<file path="src/rtl/exc_info_gen.sv">
// MEM-stage exception packer: classifies two issuing slots by MIPS priority for CP0.
// Latency: every output is registered, 1 cycle after the accepted inputs.
// Backpressure: stall_i or a flush/squash window gives a bubble; no input is consumed.
module exc_info_gen #(
  parameter int EXCEPTINFO_WD = 16,
  parameter int FLUSH_CYCLES  = 2
) (
  input  logic                     clk,
  input  logic                     rst,
  input  logic                     stall_i,
  input  logic                     flush_i,
  input  logic                     valid_i1,
  input  logic                     valid_i2,
  input  logic [31:0]              pc_i1,
  input  logic [31:0]              pc_i2,
  input  logic                     is_branch_i1,
  input  logic                     is_branch_i2,
  input  logic                     syscall_i1,
  input  logic                     syscall_i2,
  input  logic                     break_i1,
  input  logic                     break_i2,
  input  logic                     invalid_i1,
  input  logic                     invalid_i2,
  input  logic                     eret_i1,
  input  logic                     eret_i2,
  input  logic                     mfc0_i1,
  input  logic                     mfc0_i2,
  input  logic                     mtc0_i1,
  input  logic                     mtc0_i2,
  input  logic [4:0]               cp0_addr_i1,
  input  logic [4:0]               cp0_addr_i2,
  input  logic                     overflow_i1,
  input  logic                     overflow_i2,
  input  logic                     mem_load_i1,
  input  logic                     mem_load_i2,
  input  logic                     mem_store_i1,
  input  logic                     mem_store_i2,
  input  logic [1:0]               mem_size_i1,
  input  logic [1:0]               mem_size_i2,
  input  logic [31:0]              mem_addr_i1,
  input  logic [31:0]              mem_addr_i2,
  input  logic [31:0]              rt_rdata_i1,
  input  logic [31:0]              rt_rdata_i2,
  output logic [EXCEPTINFO_WD-1:0] exceptinfo_o1,
  output logic [EXCEPTINFO_WD-1:0] exceptinfo_o2,
  output logic [31:0]              current_pc_o1,
  output logic [31:0]              current_pc_o2,
  output logic [31:0]              rt_rdata_o1,
  output logic [31:0]              rt_rdata_o2,
  output logic [31:0]              bad_addr_o1,
  output logic [31:0]              bad_addr_o2,
  output logic                     commit_o1,
  output logic                     commit_o2
);

  typedef enum logic {RUN = 1'b0, SQUASH = 1'b1} state_t;

  typedef struct packed {
    logic [EXCEPTINFO_WD-1:0] info;
    logic [31:0]              bad;
    logic                     exc;
    logic                     eret;
  } slot_res_t;

  localparam logic [2:0] FLUSH_CNT = 3'(FLUSH_CYCLES);

  // Builds one slot's exceptinfo word; the if-chain order is the exception priority.
  function automatic slot_res_t classify(
    input logic        vld,
    input logic [31:0] pc,
    input logic        invalid,
    input logic        sys,
    input logic        brk,
    input logic        ov,
    input logic        load,
    input logic        store,
    input logic [1:0]  size,
    input logic [31:0] addr,
    input logic        eret,
    input logic        mfc0,
    input logic        mtc0,
    input logic [4:0]  cp0a,
    input logic        ds
  );
    slot_res_t r;
    logic      mis;
    r   = '0;
    // Size 11 falls into the word case via size[1].
    mis = (size == 2'b01) ? addr[0] : (size[1] ? (addr[1:0] != 2'b00) : 1'b0);
    if (vld) begin
      r.info[10] = ds;
      if (pc[1:0] != 2'b00) begin
        r.info[9] = 1'b1;
        r.bad     = pc;
      end else if (invalid) begin
        r.info[3] = 1'b1;
      end else if (sys) begin
        r.info[5] = 1'b1;
      end else if (brk) begin
        r.info[4] = 1'b1;
      end else if (ov) begin
        r.info[6] = 1'b1;
      end else if (load && mis) begin
        r.info[7] = 1'b1;
        r.bad     = addr;
      end else if (store && mis) begin
        r.info[8] = 1'b1;
        r.bad     = addr;
      end
      r.exc  = |r.info[9:3];
      r.eret = eret;
      // A faulting instruction never reaches CP0 as eret/mfc0/mtc0.
      if (!r.exc) begin
        r.info[2] = eret;
        r.info[1] = mfc0;
        r.info[0] = mtc0;
        if (mfc0 || mtc0) r.info[15:11] = cp0a;
      end
    end
    return r;
  endfunction

  state_t                   state_q, state_d;
  logic [2:0]               cnt_q, cnt_d;
  logic                     pending_ds_q, pending_ds_d;
  logic [EXCEPTINFO_WD-1:0] info1_q, info1_d, info2_q, info2_d;
  logic [31:0]              pc1_q, pc1_d, pc2_q, pc2_d;
  logic [31:0]              rt1_q, rt1_d, rt2_q, rt2_d;
  logic [31:0]              bad1_q, bad1_d, bad2_q, bad2_d;
  logic                     commit1_q, commit1_d, commit2_q, commit2_d;

  slot_res_t s1, s2;
  logic      accept;
  logic      squash2;

  // Per-slot classification and the accept/squash qualifiers.
  always_comb begin
    s1 = classify(valid_i1, pc_i1, invalid_i1, syscall_i1, break_i1, overflow_i1,
                  mem_load_i1, mem_store_i1, mem_size_i1, mem_addr_i1,
                  eret_i1, mfc0_i1, mtc0_i1, cp0_addr_i1, pending_ds_q);
    s2 = classify(valid_i2, pc_i2, invalid_i2, syscall_i2, break_i2, overflow_i2,
                  mem_load_i2, mem_store_i2, mem_size_i2, mem_addr_i2,
                  eret_i2, mfc0_i2, mtc0_i2, cp0_addr_i2, valid_i1 & is_branch_i1);
    accept  = (state_q == RUN) && !stall_i && !flush_i;
    // Slot 2 is younger: anything that redirects slot 1 kills it.
    squash2 = s1.exc | s1.eret;
  end

  // Next-state for output registers, delay-slot tracking and the squash FSM.
  always_comb begin
    info1_d      = '0;
    info2_d      = '0;
    bad1_d       = '0;
    bad2_d       = '0;
    commit1_d    = 1'b0;
    commit2_d    = 1'b0;
    pc1_d        = pc1_q;
    pc2_d        = pc2_q;
    rt1_d        = rt1_q;
    rt2_d        = rt2_q;
    pending_ds_d = pending_ds_q;
    state_d      = state_q;
    cnt_d        = cnt_q;

    if (accept) begin
      info1_d   = s1.info;
      bad1_d    = s1.bad;
      pc1_d     = pc_i1;
      rt1_d     = rt_rdata_i1;
      commit1_d = valid_i1 & ~s1.exc & ~eret_i1;
      if (squash2) begin
        pc2_d = '0;
        rt2_d = '0;
      end else begin
        info2_d   = s2.info;
        bad2_d    = s2.bad;
        pc2_d     = pc_i2;
        rt2_d     = rt_rdata_i2;
        commit2_d = valid_i2 & ~s2.exc & ~eret_i2;
      end
      // The youngest valid instruction decides whether next cycle's slot 1 is a delay slot.
      if (s1.exc || s1.eret || s2.exc || s2.eret) pending_ds_d = 1'b0;
      else if (valid_i2)                          pending_ds_d = is_branch_i2;
      else if (valid_i1)                          pending_ds_d = is_branch_i1;
    end

    if (flush_i) begin
      pending_ds_d = 1'b0;
      state_d      = SQUASH;
      cnt_d        = FLUSH_CNT;
    end else if (state_q == SQUASH) begin
      // Stall does not hold the counter: the window is wall-clock cycles.
      if (cnt_q <= 3'd1) begin
        state_d = RUN;
        cnt_d   = '0;
      end else begin
        cnt_d = cnt_q - 3'd1;
      end
    end
  end

  // State and output registers, cleared immediately by the async reset.
  always_ff @(posedge clk or posedge rst) begin
    if (rst) begin
      state_q      <= RUN;
      cnt_q        <= '0;
      pending_ds_q <= 1'b0;
      info1_q      <= '0;
      info2_q      <= '0;
      pc1_q        <= '0;
      pc2_q        <= '0;
      rt1_q        <= '0;
      rt2_q        <= '0;
      bad1_q       <= '0;
      bad2_q       <= '0;
      commit1_q    <= 1'b0;
      commit2_q    <= 1'b0;
    end else begin
      state_q      <= state_d;
      cnt_q        <= cnt_d;
      pending_ds_q <= pending_ds_d;
      info1_q      <= info1_d;
      info2_q      <= info2_d;
      pc1_q        <= pc1_d;
      pc2_q        <= pc2_d;
      rt1_q        <= rt1_d;
      rt2_q        <= rt2_d;
      bad1_q       <= bad1_d;
      bad2_q       <= bad2_d;
      commit1_q    <= commit1_d;
      commit2_q    <= commit2_d;
    end
  end

  assign exceptinfo_o1 = info1_q;
  assign exceptinfo_o2 = info2_q;
  assign current_pc_o1 = pc1_q;
  assign current_pc_o2 = pc2_q;
  assign rt_rdata_o1   = rt1_q;
  assign rt_rdata_o2   = rt2_q;
  assign bad_addr_o1   = bad1_q;
  assign bad_addr_o2   = bad2_q;
  assign commit_o1     = commit1_q;
  assign commit_o2     = commit2_q;

endmodule

</file>
<file path="config.mk">
export PLATFORM = sky130hd
export DESIGN_NAME = exc_info_gen
export DESIGN_NICKNAME = d
export VERILOG_FILES = /design/src/rtl/exc_info_gen.sv
export SDC_FILE = /design/constraint.sdc
export NUM_CORES = 1
export LEC_CHECK = 0
export CAP_MARGIN = 10
export CORE_ASPECT_RATIO = 0.5
export CORE_MARGIN = 5
export CORE_UTILIZATION = 40
export CTS_CLUSTER_SIZE = 8
export DETAILED_ROUTE_END_ITERATION = 6
export PLACE_DENSITY = 0.86
export SETUP_SLACK_MARGIN = 0.1
export SYNTH_ARGS = -nofsm -noshare
export SYNTH_HDL_FRONTEND = slang
export SYNTH_SLANG_ARGS = --single-unit
</file>
<file path="constraint.sdc">
create_clock -name clk -period 8.2 [get_ports clk]
set_input_delay 1.23 -clock clk [delete_from_list [all_inputs] [get_ports clk]]
set_output_delay 1.23 -clock clk [all_outputs]
set_load 0.005 [all_outputs]
</file>
==> results of run 1 <==
## worst min-delay path, stage by stage, from the launching register on
cell	delay [ns]
dfrtp_1	0.33
nand2_1	0.05
o21ai_0	0.06
## worst max-delay path by stage
stage / end / slack [ns] / startpoint
after global routing: exceptinfo_o2[2] / 4.18 / flush_i
after CTS: exceptinfo_o2[2] / 4.41 / flush_i
final: exceptinfo_o2[2] / 4.38 / flush_i
after global placement: exceptinfo_o2[0] / 4.07 / flush_i
after detailed placement: exceptinfo_o2[2] / 3.90 / flush_i
after floorplan: bad_addr_o1[0] / 0.64 / rst
## per-layer routing
metal / vias up / routed length [um] / global-route usage, % / share of wire (%)
met2: 346 / 18300 / 46.9 / 53
met5: - / 7 / 0 / 0.020
li1: 3831 / - / - / -
met3: 83 / 1860 / 4.91 / 5.4
met4: 2 / 1080 / 8.70 / 3.1
met1: 4203 / 13100 / 30.7 / 38
## per-stage QoR
stage / worst slack, ns / area (um2) / util, % / hold slack (ns)
6_report: 4.38 / 14600 / 66.9 / 0.474
5_1_grt: 4.18 / 14600 / 66.9 / 0.493
4_1_cts: 4.41 / 14600 / 66.9 / 0.477
3_5_place_dp: 3.90 / 13700 / 62.9 / 0.465
3_3_place_gp: 4.07 / 13700 / 62.9 / 0.458
2_1_floorplan: 0.637 / 8970 / - / 0.470
## state kept, by name, summed over array words and instances, names as in the netlist
signal         flops
current_pc_o1     32
current_pc_o2     32
exceptinfo_o2     16
pending_ds_q       1
state_q            1
commit_o2          1
exceptinfo_o1     16
rt_rdata_o1       32
rt_rdata_o2       32
bad_addr_o1       32
commit_o1          1
cnt_q              3
bad_addr_o2       32
## cells by family (layout without fill, tap and decap cells)
logic type      count (synthesis)  count (layout)  share of synthesized area [%]
buf+inv                        67             507                           3.17
other cells                     0               2                              0
flops                         231             231                           64.5
xor+xnor                        1               1                         0.0977
mux                             1               1                          0.126
fa+ha+maj                       2               2                          0.279
simple gates                  429             429                           20.7
compound gates                148             148                           11.1
## power by group
part / switching (mW) / internal, mW
sequential: 0.186 / 1.46
combinational: 0.534 / 0.764
clock: 0.476 / 0.749
## area by class of cell
class / instances / area [um2] / area share, %
diodes: 2 / 5.00 / 0.0342
clock buffers: 36 / 880 / 6.01
clock inverters: 1 / 8.76 / 0.0598
inverters: 5 / 26.3 / 0.179
multi-input cells: 581 / 2930 / 20.0
flip-flops and latches: 231 / 5780 / 39.5
well taps: 300 / 375 / 2.56
repair buffers: 465 / 4630 / 31.7
## placed cells by master, fill, tap and decap left out, types with 8 or more instances in the layout
master / Yosys / final
a22o_1: 29 / 29
buf_4: 2 / 8
and2_1: 9 / 9
o21ai_0: 73 / 73
nor3_1: 44 / 44
a32oi_1: 30 / 30
clkbuf_16: 0 / 35
nor2_1: 15 / 13
nand2_1: 328 / 327
clkdlybuf4s50_1: 0 / 457
dfrtp_1: 231 / 231
==> metrics.txt, run 1 <==
worst-path fanout max 88; ranking of synthesized cells by area dfrtp_1 (64%), nand2_1 (14%), o21ai_0 (4.1%), a32oi_1 (2.9%), a22o_1 (2.8%); layout net count 1,552; crit path time final 3.82 ns; Routed Antenna Nets 0; row cnt 38; Max Cap Viol 0; die height 116 um; # setup viols final 0; Port Buf Inserts 457; endpoint type of the worst setup path register; predominant post-synthesis flop cell dfrtp_1; fin crit share 46.6%; synthesized area about 0.009 mm2; DR iter-0 viols 736; status finished, final reports clean; drt pass-1 iters 5; Layout area overhead 63.2%; Synth Instances 879; Yosys warnings 0; via count 8,465; hold path startpoint rt_rdata_o2[22]; synth unique cells 44; clock sink count roughly 230; Final Hold Vio Count 0; drt wl/cell roughly 21 um; width of the die 222 um; placed cell count 1,582; first-pass GRT wire length roughly 50,000 um; Synth top cells by count nand2_1 (328), dfrtp_1 (231), o21ai_0 (73), clkbuf_1 (49), nor3_1 (44); Final Wtd Congestion roughly 0.93; Crit path largest cell delay about 0.84 ns; post-cts gate resize count 0; post-synthesis sequential area ratio 64.5%; layout cells sized above 1 4.70%; critical path required time about 8.6 ns; PwrDens between 200 and 300 mW/mm2; initial antenna violation count 3; hold_buf cts 0; RR Endpoint exceptinfo_o2[2]; area leader, netlist dfrtp_1; top-count cell post-synth nand2_1; io pins 458; worst slew pin tran 1.25 ns; CP max-delay cell nand2_2; total core area 0.0219 mm2; largest net degree at the start of global routing approximately 160; hpwl dp 24,500 um; Setup TNS Final 0 ns; clock tree buffer depth 3; register bit count reported by yosys around 230; die footprint 0.0257 mm2; Starting Density between 40% and 50%; EDFF count, synth 0; CTS tree yes; Root Driver clkbuf_16; average size of a mapped cell 10.2 um2; Hold EP rt_rdata_o2[22]; Cell Chain, Critical Path clkdlybuf4s50_1, nor3_4, buf_4, nand2_2, nor4b_1; clock skew a little under 0.02 ns; fin cells 1,621; number of global-route vias before repair between 8k and 9k; total CTS buffers 34; clock-pin slew on the worst setup and hold paths 0.05 ns; WL final 34,300 um; syn_nets 1,113; P_leak 6.43 nW; Filler cells 1,678; Tot Pwr about 4.2 mW; Post-CTS Repair Setup Buffers 0; R2R cell count 4; DRC viols 0; startpoint types primary input; Worst slew margin 16.8%; reg-to-reg critical path startpoint state_q; top-area cell type share of the netlist area 64.5%; Hold Crit Class reg2reg; FF-to-FF setup slack around 5.2 ns; hold path cells 2; crit path kind in2reg; CP top delay family simple AND/OR/NAND/NOR gates; H-tree levels 2; Crit path depth 5; CP Buf/Inv Count 2; Post-synth ARST share 100%; Skew-Pair Late Insertion Delay 0.49 ns; gr usage total 25.5%; unrepaired setup endpoints after global routing false; Crit path arrival time 4.18 ns; GR Overflow Total 0; Peak Freq 0.262 GHz; max-slew violations 0; Peak VDD IR 0.226 mV; Via-to-Cell Ratio 5.22
Note: power is estimated with default switching activity, not from simulation.
==> inputs of run 2 (changes only) <==
--- a/config.mk
+++ b/config.mk
@@ -8,10 +8,10 @@
 export CAP_MARGIN = 10
 export CORE_ASPECT_RATIO = 0.5
 export CORE_MARGIN = 5
-export CORE_UTILIZATION = 40
+export CORE_UTILIZATION = 36
 export CTS_CLUSTER_SIZE = 8
 export DETAILED_ROUTE_END_ITERATION = 6
-export PLACE_DENSITY = 0.86
+export PLACE_DENSITY = 0.82
 export SETUP_SLACK_MARGIN = 0.1
 export SYNTH_ARGS = -nofsm -noshare
 export SYNTH_HDL_FRONTEND = slang
==> constraint.sdc (replaced) <==
create_clock -name clk -period 3.2 [get_ports clk]
set_input_delay 0.48 -clock clk [delete_from_list [all_inputs] [get_ports clk]]
set_output_delay 0.48 -clock clk [all_outputs]
set_load 0.005 [all_outputs]
==> metrics.txt, run 2 (synthesized netlist as in run 1, its figures left out) <==
Multi-input gate area 0.00293 mm2 (unchanged); worst slew pin tran 1.10 ns (-0.146 ns); hold_buf cts 0 (unchanged); critical path required time 3.59 ns (-4.97 ns); P_leak 6.50 nW (+0.97%); Post-CTS Repair Setup Buffers 0 (unchanged); Routed Antenna Nets 0 (unchanged); clock-pin slew on the worst setup and hold paths 0.05 ns (about the same); register area 0.00578 mm2 (unchanged); # diodes 0 (-2); endpoint type of the worst setup path register; Worst slew margin 26.2% (+9.4 points); hold_ws 0.417 ns (-0.0576 ns); Peak VDD IR 0.398 mV (+76%); startpoint types primary input; post-cts gate resize count 0 (unchanged); hpwl dp 25,900 um (+5.7%); via count 8,462 (-0.035%); row cnt 40 (+5.3%); DR iter-0 viols 665 (-9.6%); commonest non-fill, non-tap cell in the layout clkdlybuf4s50_1; H-tree levels 2 (unchanged); worst-path fanout max 10 (-89%); clock skew 0.0148 ns (-0.00504 ns); io pins 458 (unchanged); layout net count 1,560 (+0.52%); PwrDens 727 mW/mm2 (+160%); Placed Area 0.0139 mm2 (+1.2%); Root Driver clkbuf_16; crit path kind in2reg; setup ws final 1.05 ns (-3.33 ns); Setup TNS Final 0 ns (unchanged); DRC viols 0 (unchanged); commonest cells after routing, fill and taps aside clkdlybuf4s50_1 (457), nand2_1 (327), dfrtp_1 (231); Max Cap Viol 0 (unchanged); Layout area overhead 65.2%; clock sink count 231 (unchanged); total core area 0.0243 mm2 (+11%); GR Overflow Total 0 (unchanged); max-slew violations 0 (unchanged); Crit path arrival time 2.54 ns (-1.64 ns); largest net degree at the start of global routing 106 (-33%); Final Hold Vio Count 0 (unchanged); WL final 35,000 um (+1.8%); # setup viols final 0 (unchanged); final instance area 0.0148 mm2 (+1.2%); drt wl/cell 21.0 um (-0.84%); crit path time final around 2.2 ns; status finished, final reports clean; Via-to-Cell Ratio 5.09 (-2.6%); Filler cells 1,936 (+15%); Final Wtd Congestion 0.889 (-4.7%); initial antenna violation count 0 (-3); CTS tree yes; layout cells sized above 1 5.35% (+0.65 points); drt pass-1 iters 5 (unchanged); Skew-Pair Late Insertion Delay 0.49 ns (about the same); total CTS buffers 34 (unchanged); Peak Freq 0.464 GHz; Port Buf Inserts 457 (unchanged); width of the die 233 um (+5.2%); unrepaired setup endpoints after global routing false; Place WS 0.550 ns (-3.35 ns); number of global-route vias before repair 8,763 (-1.0%); die footprint 0.0284 mm2 (+10%); clock tree buffer depth 3 (unchanged); first-pass GRT wire length 52,200 um (+1.4%); fin crit share between 60% and 70%; die height 122 um (+4.9%); gr usage total 23.7% (-1.8 points); Hold Crit Class in2async; Starting Density 36.9% (-4.1 points)
-- run 2: cell count changes in the layout (fill, tap and decap cells not counted), sizes merged --
cell / change
clkinvlp: +1
buf: +8
diode: -2
-- run 2: layer usage --
layer,global-route usage [%],vias up,wire length (um)
met5,0,-,0
met4,7.92,0,1180
met3,5.22,84,2030
met2,42.3,326,18400
met1,28.8,4211,13300
li1,-,3841,-
-- run 2: worst max-delay path, cell delays in order --
cell             delay [ns]
clkdlybuf4s50_1        0.46
nor3_1                 0.40
o211ai_1               0.51
o31a_1                 0.45
o31ai_1                0.24
-- run 2: layout make-up --
class | instances | share of cell area [%]
sequential | 231 | 39.0
timing repair buffer | 473 | 32.1
multi-input combinational | 581 | 19.8
clock buffer | 36 | 5.94
tap | 336 | 2.84
clock inverter | 2 | 0.194
inverter | 5 | 0.152
-- run 2: worst paths after layout --
check | start | end | slack [ns] | cells past startpoint
worst min register to register | current_pc_o1[18] | current_pc_o1[18] | 0.47 | 2
worst max-delay path | invalid_i2 | pending_ds_q | 1.05 | 5
max in group asynchronous | rst | exceptinfo_o1[1] | 1.96 | 3
worst max register to register | state_q | exceptinfo_o1[11] | 1.16 | 5
worst min-delay path | rst | bad_addr_o1[8] | 0.42 | 2
min in group clk | current_pc_o1[18] | current_pc_o1[18] | 0.47 | 2
-- run 2: power breakdown --
part | leakage, nW | total (mW) | switching [mW] | internal [mW]
clock | 0.447 | 3.17 | 1.24 | 1.93
sequential | 3.07 | 4.25 | 0.496 | 3.75
combinational | 2.98 | 3.36 | 1.38 | 1.98
-- run 2: stage by stage --
step / cells / power [mW] / util (%)
global route: 1664 / 11.4 / 61.1
CTS: 1664 / 10.9 / 61.1
global placement: 1626 / 7.51 / 57.3
floorplan: 879 / 5.20 / -
finish: 1664 / 10.8 / 61.1
detailed placement: 1626 / 7.65 / 57.3
==> inputs of run 3 (changes only) <==
--- a/config.mk
+++ b/config.mk
@@ -8,10 +8,10 @@
 export CAP_MARGIN = 10
 export CORE_ASPECT_RATIO = 0.5
 export CORE_MARGIN = 5
-export CORE_UTILIZATION = 36
+export CORE_UTILIZATION = 40
 export CTS_CLUSTER_SIZE = 8
 export DETAILED_ROUTE_END_ITERATION = 6
-export PLACE_DENSITY = 0.82
+export PLACE_DENSITY = 0.86
 export SETUP_SLACK_MARGIN = 0.1
 export SYNTH_ARGS = -nofsm -noshare
 export SYNTH_HDL_FRONTEND = slang
==> constraint.sdc (replaced) <==
create_clock -name clk -period 2.1 [get_ports clk]
set_input_delay 0.315 -clock clk [delete_from_list [all_inputs] [get_ports clk]]
set_output_delay 0.315 -clock clk [all_outputs]
set_load 0.005 [all_outputs]
==> metrics.txt, run 3 (synthesized netlist as in run 1, its figures left out) <==
status finished, final reports clean; Layout area overhead 67.8%; Hold Crit Class in2async; Cell Chain, Critical Path nor3_4, buf_4, nand2_1, o21ai_0; startpoint types register; total core area 0.0219 mm2 (-9.9%); CTS tree yes; Root Driver clkbuf_16; clock sink count 231 (unchanged); clock-pin slew on the worst setup and hold paths 0.05 ns (about the same); Filler cells 1,660 (-14%); layout net count 1,584 (+1.5%); number of global-route vias before repair 8,859 (+1.1%); unrepaired setup endpoints after global routing false; die footprint 0.0257 mm2 (-9.4%); crit path time final ~1.8 ns; worst-path fanout max 50 (+40); via count 8,606 (+1.7%); layout cells sized above 1 6.96% (+1.6 points); Routed Antenna Nets 0 (unchanged); io pins 458 (unchanged); Crit path largest cell delay 0.53 ns (+0.02 ns); Post-CTS Repair Setup Buffers 0 (unchanged); largest net degree at the start of global routing 81 (-24%); critical path required time 2.49 ns (-1.10 ns); Crit path arrival time 2.23 ns (-0.31 ns); Setup TNS Final 0 ns (unchanged); worst slew pin tran 0.554 ns (-0.548 ns); Skew-Pair Late Insertion Delay 0.49 ns (about the same); initial antenna violation count 2 (+2); clock tree buffer depth 3 (unchanged); Final Wtd Congestion 0.937 (+5.4%); Tot Pwr 16.3 mW (+52%); Peak VDD IR 0.663 mV (+67%); Via-to-Cell Ratio 5.21 (+2.5%); clock skew 0.0198 ns (+0.00497 ns); P_leak 6.64 nW (+2.2%); first-pass GRT wire length 52,700 um (+1.0%); width of the die 222 um (-4.9%); total CTS buffers 34 (unchanged); commonest cells after routing, fill and taps aside clkdlybuf4s50_1 (457), nand2_1 (327), dfrtp_1 (231); CP max-delay cell buf_4; fin crit share 87.2%; GR Overflow Total 0 (unchanged); Worst slew margin 63.1% (+37 points); DRC viols 0 (unchanged); final instance area 0.0150 mm2 (+1.5%); Max Cap Viol 0 (unchanged); CP top delay family simple AND/OR/NAND/NOR gates; crit path kind reg2reg; DR iter-0 viols 747 (+12%); row cnt 38 (-5.0%); max-slew violations 0 (unchanged); CP Buf/Inv Count 1 (unchanged); commonest non-fill, non-tap cell in the layout clkdlybuf4s50_1; WL final 35,300 um (+0.90%); drt wl/cell 21.4 um (+1.7%); endpoint type of the worst setup path register; gr usage total 26.4% (+2.6 points); hold_buf cts 0 (unchanged); # setup viols final 0 (unchanged); Peak Freq approximately 0.55 GHz; # diodes 0 (unchanged); Starting Density 41.0% (+4.1 points); hpwl dp 26,300 um (+1.3%); Port Buf Inserts 457 (unchanged); H-tree levels 2 (unchanged); PwrDens 1090 mW/mm2 (+49%); Placed Area 0.0142 mm2 (+1.8%); post-cts gate resize count 0 (unchanged); Core Util, Final 68.8% (+7.7 points); Final Hold Vio Count 0 (unchanged); drt pass-1 iters 5 (unchanged); die height 116 um (-4.7%)
==> run 3: cell types whose count changed in the layout (fill, tap and decap cells not counted), sizes merged <==
cell,previous run,this run
inv,6,5
buf,16,40
==> run 3: final cells by class <==
cell class	count	area [um2]	area share, %
clock buffers	36	880	5.85
well taps	300	375	2.49
inverters	5	22.5	0.150
flip-flops and latches	231	5780	38.4
multi-input cells	581	2930	19.5
repair buffers	497	5050	33.6
clock inverters	1	8.76	0.0582
==> run 3: metrics by stage <==
stage	hold WS, ns	instances	setup WS [ns]
after global routing	0.146	1651	0.172
final	0.157	1651	0.268
after detailed placement	0.461	1614	-0.121
after global placement	0.456	1614	-0.0158
after CTS	0.140	1651	0.250
after floorplan	0.379	879	-1.24
==> run 3: worst paths after layout <==
check	start	endpoint	slack, ns	cells after the start
min in group clk	rt_rdata_i1[11]	rt_rdata_o1[11]	0.36	3
worst max register to register	state_q	current_pc_o2[16]	0.27	4
worst max-delay path	state_q	current_pc_o2[16]	0.27	4
worst min-delay path	rst	pending_ds_q	0.16	2
worst min register to register	current_pc_o1[6]	current_pc_o1[6]	0.47	2
max in group asynchronous	rst	current_pc_o2[25]	1.18	3
==> run 3: power by group <==
group | switching, mW | internal (mW) | leakage (nW)
registers | 0.731 | 5.72 | 3.07
clock network | 1.80 | 2.92 | 0.437
logic | 2.10 | 3.07 | 3.14
total | 4.64 | 11.7 | 6.64
==> run 3: routing by layer <==
layer	vias to the layer above	global-route usage [%]	wire length, um
met5	-	0	22
met4	4	8.17	1000
met3	76	6.10	2310
met2	373	47.7	18600
met1	4259	31.9	13400
li1	3894	-	-
